File: config.mk
export PLATFORM = sky130hd
export DESIGN_NAME = lcd_instruction_tx
export DESIGN_NICKNAME = d
export VERILOG_FILES = /design/src/rtl/lcd_pkg.sv /design/src/rtl/lcd_nibble_strobe.sv /design/src/rtl/lcd_instruction_tx.sv
export SDC_FILE = /design/constraint.sdc
export NUM_CORES = 1
export LEC_CHECK = 0
export CAP_MARGIN = 20
export CORE_MARGIN = 3
export CORE_UTILIZATION = 69
export DETAILED_ROUTE_END_ITERATION = 16
export DONT_BUFFER_PORTS = 1
export GPL_TIMING_DRIVEN = 0
export PLACE_DENSITY = 0.81
export SYNTH_ARGS = -nofsm -noshare
export SYNTH_HDL_FRONTEND = slang
export SYNTH_SLANG_ARGS = --single-unit
File: constraint.sdc
create_clock -name clk -period 6.4 [get_ports clk]
set_input_delay 1.92 -clock clk [delete_from_list [all_inputs] [get_ports clk]]
set_output_delay 1.92 -clock clk [all_outputs]
set_load 0.05 [all_outputs]
File: src/rtl/lcd_pkg.sv
// rtl/lcd_pkg.sv - shared encodings, init nibbles, timing defaults and db field indices
package lcd_pkg;

  typedef enum logic [3:0] {
    ST_PWR_WAIT  = 4'd0,
    ST_INIT_NIB  = 4'd1,
    ST_INIT_WAIT = 4'd2,
    ST_IDLE      = 4'd3,
    ST_ARM       = 4'd4,
    ST_U_NIB     = 4'd5,
    ST_GAP       = 4'd6,
    ST_L_NIB     = 4'd7,
    ST_EXEC      = 4'd8,
    ST_DONE      = 4'd9
  } lcd_state_e;

  typedef enum logic [1:0] {
    PH_IDLE   = 2'd0,
    PH_SETUP  = 2'd1,
    PH_E_HIGH = 2'd2
  } strobe_phase_e;

  localparam logic [3:0] INIT_NIB_HI = 4'h3;
  localparam logic [3:0] INIT_NIB_LO = 4'h2;

  localparam int unsigned DEF_T_POWERUP    = 750000;
  localparam int unsigned DEF_T_INIT_LONG  = 205000;
  localparam int unsigned DEF_T_INIT_SHORT = 5000;
  localparam int unsigned DEF_T_INIT_40US  = 2000;
  localparam int unsigned DEF_T_SETUP      = 2;
  localparam int unsigned DEF_T_E_HIGH     = 12;
  localparam int unsigned DEF_T_GAP        = 50;
  localparam int unsigned DEF_T_EXEC       = 2000;
  localparam int unsigned DEF_CNT_W        = 20;

  localparam int RS_BIT = 9;
  localparam int RW_BIT = 8;

endpackage

File: src/rtl/lcd_nibble_strobe.sv
// rtl/lcd_nibble_strobe.sv - drives one nibble onto the LCD pins: setup, E high, release
module lcd_nibble_strobe
  import lcd_pkg::*;
(
  input  logic       clk,
  input  logic       reset,
  input  logic       start_i,
  input  logic [3:0] nibble_i,
  input  logic       rs_i,
  input  logic       rw_i,
  input  logic       tc_i,
  output logic       setup_o,
  output logic       e_high_o,
  output logic       done_o,
  output logic       lcd_e_o,
  output logic       lcd_rs_o,
  output logic       lcd_rw_o,
  output logic [3:0] sf_d_o
);

  strobe_phase_e phase_q, phase_d;
  logic          e_q, e_d;
  logic          rs_q, rs_d;
  logic          rw_q, rw_d;
  logic [3:0]    nib_q, nib_d;

  // Pins only change on start, so RS/RW/data stay put after E falls.
  always_comb begin
    phase_d = phase_q;
    e_d     = e_q;
    rs_d    = rs_q;
    rw_d    = rw_q;
    nib_d   = nib_q;
    done_o  = 1'b0;
    unique case (phase_q)
      PH_IDLE: begin
        if (start_i) begin
          phase_d = PH_SETUP;
          nib_d   = nibble_i;
          rs_d    = rs_i;
          rw_d    = rw_i;
        end
      end
      PH_SETUP: begin
        if (tc_i) begin
          phase_d = PH_E_HIGH;
          e_d     = 1'b1;
        end
      end
      PH_E_HIGH: begin
        if (tc_i) begin
          phase_d = PH_IDLE;
          e_d     = 1'b0;
          done_o  = 1'b1;
        end
      end
      default: begin
        phase_d = PH_IDLE;
        e_d     = 1'b0;
      end
    endcase
  end

  always_ff @(posedge clk or posedge reset) begin
    if (reset) begin
      phase_q <= PH_IDLE;
      e_q     <= 1'b0;
      rs_q    <= 1'b0;
      rw_q    <= 1'b0;
      nib_q   <= 4'h0;
    end else begin
      phase_q <= phase_d;
      e_q     <= e_d;
      rs_q    <= rs_d;
      rw_q    <= rw_d;
      nib_q   <= nib_d;
    end
  end

  assign setup_o  = (phase_q == PH_SETUP);
  assign e_high_o = (phase_q == PH_E_HIGH);
  assign lcd_e_o  = e_q;
  assign lcd_rs_o = rs_q;
  assign lcd_rw_o = rw_q;
  assign sf_d_o   = nib_q;

endmodule

File: src/rtl/lcd_instruction_tx.sv
// rtl/lcd_instruction_tx.sv - HD44780 4-bit power-on init and instruction serializer
module lcd_instruction_tx
  import lcd_pkg::*;
#(
  parameter int unsigned T_POWERUP    = DEF_T_POWERUP,
  parameter int unsigned T_INIT_LONG  = DEF_T_INIT_LONG,
  parameter int unsigned T_INIT_SHORT = DEF_T_INIT_SHORT,
  parameter int unsigned T_INIT_40US  = DEF_T_INIT_40US,
  parameter int unsigned T_SETUP      = DEF_T_SETUP,
  parameter int unsigned T_E_HIGH     = DEF_T_E_HIGH,
  parameter int unsigned T_GAP        = DEF_T_GAP,
  parameter int unsigned T_EXEC       = DEF_T_EXEC,
  parameter int unsigned CNT_W        = DEF_CNT_W
) (
  input  logic       clk,
  input  logic       reset,
  input  logic       next_instruction,
  input  logic [9:0] db,
  output logic       done,
  output logic       init_done,
  output logic       busy,
  output logic       lcd_e,
  output logic       lcd_rs,
  output logic       lcd_rw,
  output logic [3:0] sf_d
);

  lcd_state_e       state_q, state_d;
  logic [CNT_W-1:0] timer_q, timer_d;
  logic [1:0]       idx_q, idx_d;
  logic             init_done_q, init_done_d;
  logic [5:0]       cap_q, cap_d;

  logic             start;
  logic [3:0]       nib;
  logic             st_rs, st_rw;
  logic             sub_setup, sub_e, sub_done;
  logic             timed, tc;
  logic [CNT_W-1:0] limit;

  // One timer serves every timed phase; the strobe's phases take priority.
  always_comb begin
    timed = 1'b1;
    limit = '0;
    if (sub_setup) begin
      limit = CNT_W'(T_SETUP);
    end else if (sub_e) begin
      limit = CNT_W'(T_E_HIGH);
    end else begin
      unique case (state_q)
        ST_PWR_WAIT: limit = CNT_W'(T_POWERUP);
        ST_INIT_WAIT: begin
          unique case (idx_q)
            2'd0:    limit = CNT_W'(T_INIT_LONG);
            2'd1:    limit = CNT_W'(T_INIT_SHORT);
            default: limit = CNT_W'(T_INIT_40US);
          endcase
        end
        ST_GAP:  limit = CNT_W'(T_GAP);
        ST_EXEC: limit = CNT_W'(T_EXEC);
        default: timed = 1'b0;
      endcase
    end
  end

  assign tc      = timed && (timer_q == limit - 1'b1);
  assign timer_d = (start || tc || !timed) ? '0 : timer_q + 1'b1;

  always_comb begin
    state_d     = state_q;
    idx_d       = idx_q;
    init_done_d = init_done_q;
    cap_d       = cap_q;
    start       = 1'b0;
    nib         = INIT_NIB_HI;
    st_rs       = 1'b0;
    st_rw       = 1'b0;
    unique case (state_q)
      ST_PWR_WAIT: begin
        if (tc) begin
          start   = 1'b1;
          state_d = ST_INIT_NIB;
        end
      end
      ST_INIT_NIB: if (sub_done) state_d = ST_INIT_WAIT;
      ST_INIT_WAIT: begin
        if (tc) begin
          if (idx_q == 2'd3) begin
            init_done_d = 1'b1;
            state_d     = ST_IDLE;
          end else begin
            idx_d   = idx_q + 1'b1;
            start   = 1'b1;
            nib     = (idx_q == 2'd2) ? INIT_NIB_LO : INIT_NIB_HI;
            state_d = ST_INIT_NIB;
          end
        end
      end
      ST_IDLE: if (next_instruction) state_d = ST_ARM;
      // db trails the strobe by one cycle, so it is sampled here.
      ST_ARM: begin
        cap_d   = {db[RS_BIT], db[RW_BIT], db[3:0]};
        start   = 1'b1;
        nib     = db[7:4];
        st_rs   = db[RS_BIT];
        st_rw   = db[RW_BIT];
        state_d = ST_U_NIB;
      end
      ST_U_NIB: if (sub_done) state_d = ST_GAP;
      ST_GAP: begin
        if (tc) begin
          start   = 1'b1;
          nib     = cap_q[3:0];
          st_rs   = cap_q[5];
          st_rw   = cap_q[4];
          state_d = ST_L_NIB;
        end
      end
      ST_L_NIB: if (sub_done) state_d = ST_EXEC;
      ST_EXEC:  if (tc) state_d = ST_DONE;
      ST_DONE:  state_d = ST_IDLE;
      default:  state_d = ST_PWR_WAIT;
    endcase
  end

  always_ff @(posedge clk or posedge reset) begin
    if (reset) begin
      state_q     <= ST_PWR_WAIT;
      timer_q     <= '0;
      idx_q       <= 2'd0;
      init_done_q <= 1'b0;
      cap_q       <= 6'h00;
    end else begin
      state_q     <= state_d;
      timer_q     <= timer_d;
      idx_q       <= idx_d;
      init_done_q <= init_done_d;
      cap_q       <= cap_d;
    end
  end

  lcd_nibble_strobe u_strobe (
    .clk      (clk),
    .reset    (reset),
    .start_i  (start),
    .nibble_i (nib),
    .rs_i     (st_rs),
    .rw_i     (st_rw),
    .tc_i     (tc),
    .setup_o  (sub_setup),
    .e_high_o (sub_e),
    .done_o   (sub_done),
    .lcd_e_o  (lcd_e),
    .lcd_rs_o (lcd_rs),
    .lcd_rw_o (lcd_rw),
    .sf_d_o   (sf_d)
  );

  assign done      = (state_q == ST_DONE);
  assign init_done = init_done_q;
  assign busy      = (state_q == ST_ARM) || (state_q == ST_U_NIB) || (state_q == ST_GAP) ||
                     (state_q == ST_L_NIB) || (state_q == ST_EXEC);

endmodule
==> Implementation_results.wiki <==
{| class="wikitable"
! Metric !! Value
|-
| Mean post-synth cell area || 8.83 um2
|-
| Net count of the finished layout || 361
|-
| Gpl congestion || 0.967
|-
| Number of flops mapped to enable cells by yosys || 0
|-
| End of the critical path || u_strobe.lcd_rw_o$_DFFE_PP0P_
|-
| Number of levels in the clock H-tree || 2
|-
| Power density cells || 144 nW/um2
|-
| Layout cells sized above 1 || 10.3%
|-
| Count of hold buffers inserted by post-cts repair || 0
|-
| Crit Path Max Fanout || 10
|-
| Clock Tree Buf Depth || 2
|-
| Root Buffer || clkbuf_8
|-
| Arr. time, crit path || 4.53 ns
|-
| Launching element of the worst setup path || state_q[0]$_DFFE_PP0P_
|-
| Static leakage || 1.22 nW
|-
| IR Drop Worst-Case VDD || 0.163 mV
|-
| R2r startpoint || state_q[0]$_DFFE_PP0P_
|-
| Distinct cell type count after synthesis || 64
|-
| TritonCTS clock tree || yes
|-
| Worst min-delay path class || reg -> reg
|-
| Via count of the first global-routing pass || 2230
|-
| Routed len/inst || 17.3 um
|-
| Antenna violations before repair || 0
|-
| Vert. Die Dim || 71.3 um
|-
| Antenna Nets Post-Route || 0
|-
| Kind of end point of the critical path || flip-flop
|-
| Drt initial violations || 221
|-
| Total global routing overflow || 0
|-
| Final hold violations || 0
|-
| Net Count, Synth || 354
|-
| # clock sinks || 42
|-
| Die outline area || 5080 um2
|-
| Highest achievable clock rate || 230 MHz
|-
| Portion of the post-synthesis area used by sequential elements || 35.8%
|-
| Signed area change from the synthesized netlist to the final layout || 5.36%
|-
| Via total after detailed routing || 2531
|-
| Cells after synthesis || 333
|-
| DRT Pass-1 Iters || 5
|-
| Reg clk slew, reported paths || 0.08 ns
|-
| Pin count of the biggest net entering global routing || 43
|-
| Endpoint of the lowest-slack register-to-register path || u_strobe.lcd_rw_o$_DFFE_PP0P_
|-
| Clock Latency Late Sink || 0.29 ns
|-
| Total of buffers placed on input and output ports || 0
|-
| Number of cells traversed by the worst hold path || 1
|-
| Total core area || 4060 um2
|-
| Total of warnings raised by yosys || 0
|-
| Share of the core filled with cells || 76.3%
|-
| Slew at the pin closest to its max-slew limit || 0.967 ns
|-
| Remaining DRCs || 0
|-
| WL final || 6.75 mm
|-
| Start-to-end type of the worst setup path || reg -> reg
|-
| Count of final max-slew check failures || 0
|-
| Flip-flop and latch count after synthesis || 42
|-
| Cell Area, Synth || 2940 um2
|-
| RSZ-0062 raised after global routing || no
|-
| Worst reg-to-reg path cell count || 13
|-
| Headroom to the max-slew limit || 33.9%
|-
| Fin Setup TNS || 0 ns
|-
| Kind of launch point of the worst setup path || flip-flop
|-
| Vias/cell || 6.47
|-
| Outcome || finished, final reports clean
|-
| Async set-reset flop share out of synthesis || 100%
|-
| Endpoint required time on the critical path || 6.58 ns
|-
| IO Pins || 23
|-
| Maximum Capacitance Violations || 0
|-
| Placed wire-length estimate after detailed placement || 5.06 mm
|-
| Number of resized instances in the post-cts repair step || 0
|-
| Dominant synthesized flop cell || dfrtp_1
|-
| Total global routing track utilization || 27.8%
|-
| Clock Skew || 0.00334 ns
|-
| Antenna diodes || 0
|-
| Starting density of the core || 72.4%
|-
| # rows || 23
|-
| Clock period minus final worst setup slack || 4.35 ns
|-
| Total CTS buffers || 5
|-
| Final period utilization || 68.0%
|-
| Die boundary width || 71.3 um
|-
| Setup slack, reg-to-reg || 2.05 ns
|-
| First-pass GRT wire length || 11.2 mm
|-
| Number of failing setup endpoints in the final timing report || 0
|-
| Buffer count from post-CTS setup fixing || 0
|}
[placed cells by master (no fill, tap or decap), types with 3 or more instances in the layout]
master,n
mux2_2,10
xor2_1,15
clkbuf_1,8
nor2_1,36
nand2b_1,5
ha_1,8
inv_1,15
buf_2,4
nand2_1,33
o211ai_1,6
nor3_1,5
clkbuf_8,6
nand3_1,15
nand4_1,5
a211oi_1,5
dfrtp_1,42
a21oi_1,7
nor4_1,5
o21a_1,3
xnor2_1,15
o22ai_1,3
o21ai_0,12
or4_1,3
o21bai_1,3
nor3b_1,4
nor2b_1,4
and3_1,10
[sequential cells by signal, summed over array words and instances, names as in the netlist]
name,count
cap_q,6
idx_q,2
init_done,1
state_q,4
timer_q,20
u_strobe.lcd_e_o,1
u_strobe.lcd_rs_o,1
u_strobe.lcd_rw_o,1
u_strobe.phase_q,2
u_strobe.sf_d_o,4
[how the worst min path moves through the flow]
stage / endpoint / startpoint / slack (ns)
floorplan: cap_q[4]$_DFFE_PP0P_ / cap_q[4]$_DFFE_PP0P_ / 0.47
global placement: cap_q[3]$_DFFE_PP0P_ / cap_q[3]$_DFFE_PP0P_ / 0.49
detailed placement: cap_q[4]$_DFFE_PP0P_ / cap_q[4]$_DFFE_PP0P_ / 0.50
CTS: cap_q[3]$_DFFE_PP0P_ / cap_q[3]$_DFFE_PP0P_ / 0.52
global route: cap_q[2]$_DFFE_PP0P_ / cap_q[2]$_DFFE_PP0P_ / 0.54
finish: cap_q[3]$_DFFE_PP0P_ / cap_q[3]$_DFFE_PP0P_ / 0.52
[power breakdown]
| group | leakage, nW | internal [mW] | switching [mW] |
|---|---|---|---|
| logic | 0.620 | 0.000214 | 0.00472 |
| clock network | 0.0472 | 0.0867 | 0.0898 |
| registers | 0.550 | 0.265 | 0 |
[layer usage]
metal,track usage [%],wire [um],share of wire (%)
met2,42.2,3090,46
met3,4.77,432,6.4
met4,5.22,50,0.74
met1,42.3,3180,47
met5,0,0,0
[layout make-up]
cell class                      count  area, um2
Clock inverter                      2       12.5
Inverter                           17       63.8
Buffer                             17       87.6
Tap cell                           50       62.6
Fill cell                         287        961
Sequential cell                    42       1050
Clock buffer                        6       82.6
Multi-Input combinational cell    257       1740
[cells in the mapped netlist (6+ instances only)]
| cell | number | area (um2) |
|---|---|---|
| dfrtp_1 | 42 | 1050 |
| nor2_1 | 36 | 135 |
| nand2_1 | 33 | 124 |
| inv_1 | 16 | 60.1 |
| nand3_1 | 15 | 75.1 |
| xnor2_1 | 15 | 131 |
| xor2_1 | 15 | 131 |
| o21ai_0 | 13 | 65.1 |
| and3_1 | 10 | 62.6 |
| mux2_2 | 10 | 113 |
| clkbuf_1 | 8 | 30.0 |
| ha_1 | 8 | 100 |
| a21oi_1 | 7 | 35.0 |
| o211ai_1 | 6 | 45.0 |
[worst max-delay path: stages, from the launching register on]
cell,delay [ns]
dfrtp_1,0.36
buf_2,0.17
nor4bb_1,0.42
clkbuf_1,0.32
o21ai_0,0.12
nand2_1,0.11
inv_1,0.05
ha_1,0.24
and3_1,0.20
or4_1,0.56
a211oi_1,0.44
nand3_2,0.31
a221oi_4,0.56
mux2_2,0.39
[stage by stage]
step | power [mW] | setup WS (ns) | std cells | cell area (um2) | hold slack [ns]
after floorplan | 0.274 | 2.64 | 333 | 2940 | 0.474
after global placement | 0.276 | 2.08 | 383 | 3000 | 0.494
after detailed placement | 0.276 | 2.06 | 383 | 3000 | 0.497
after CTS | 0.450 | 2.05 | 391 | 3100 | 0.521
after global routing | 0.461 | 1.60 | 391 | 3100 | 0.537
final | 0.446 | 2.05 | 391 | 3100 | 0.515
[logic make-up after synthesis]
logic type | synth area share (%)
AOI/OAI and AO/OA | 16.8
and+or+nand+nor | 25.5
DFF | 35.8
xor gates and xnor gates | 8.94
adders and majority gates | 3.41
buffers and inverters | 5.15
muxes | 4.51
Note: power is estimated with default switching activity, not from simulation.
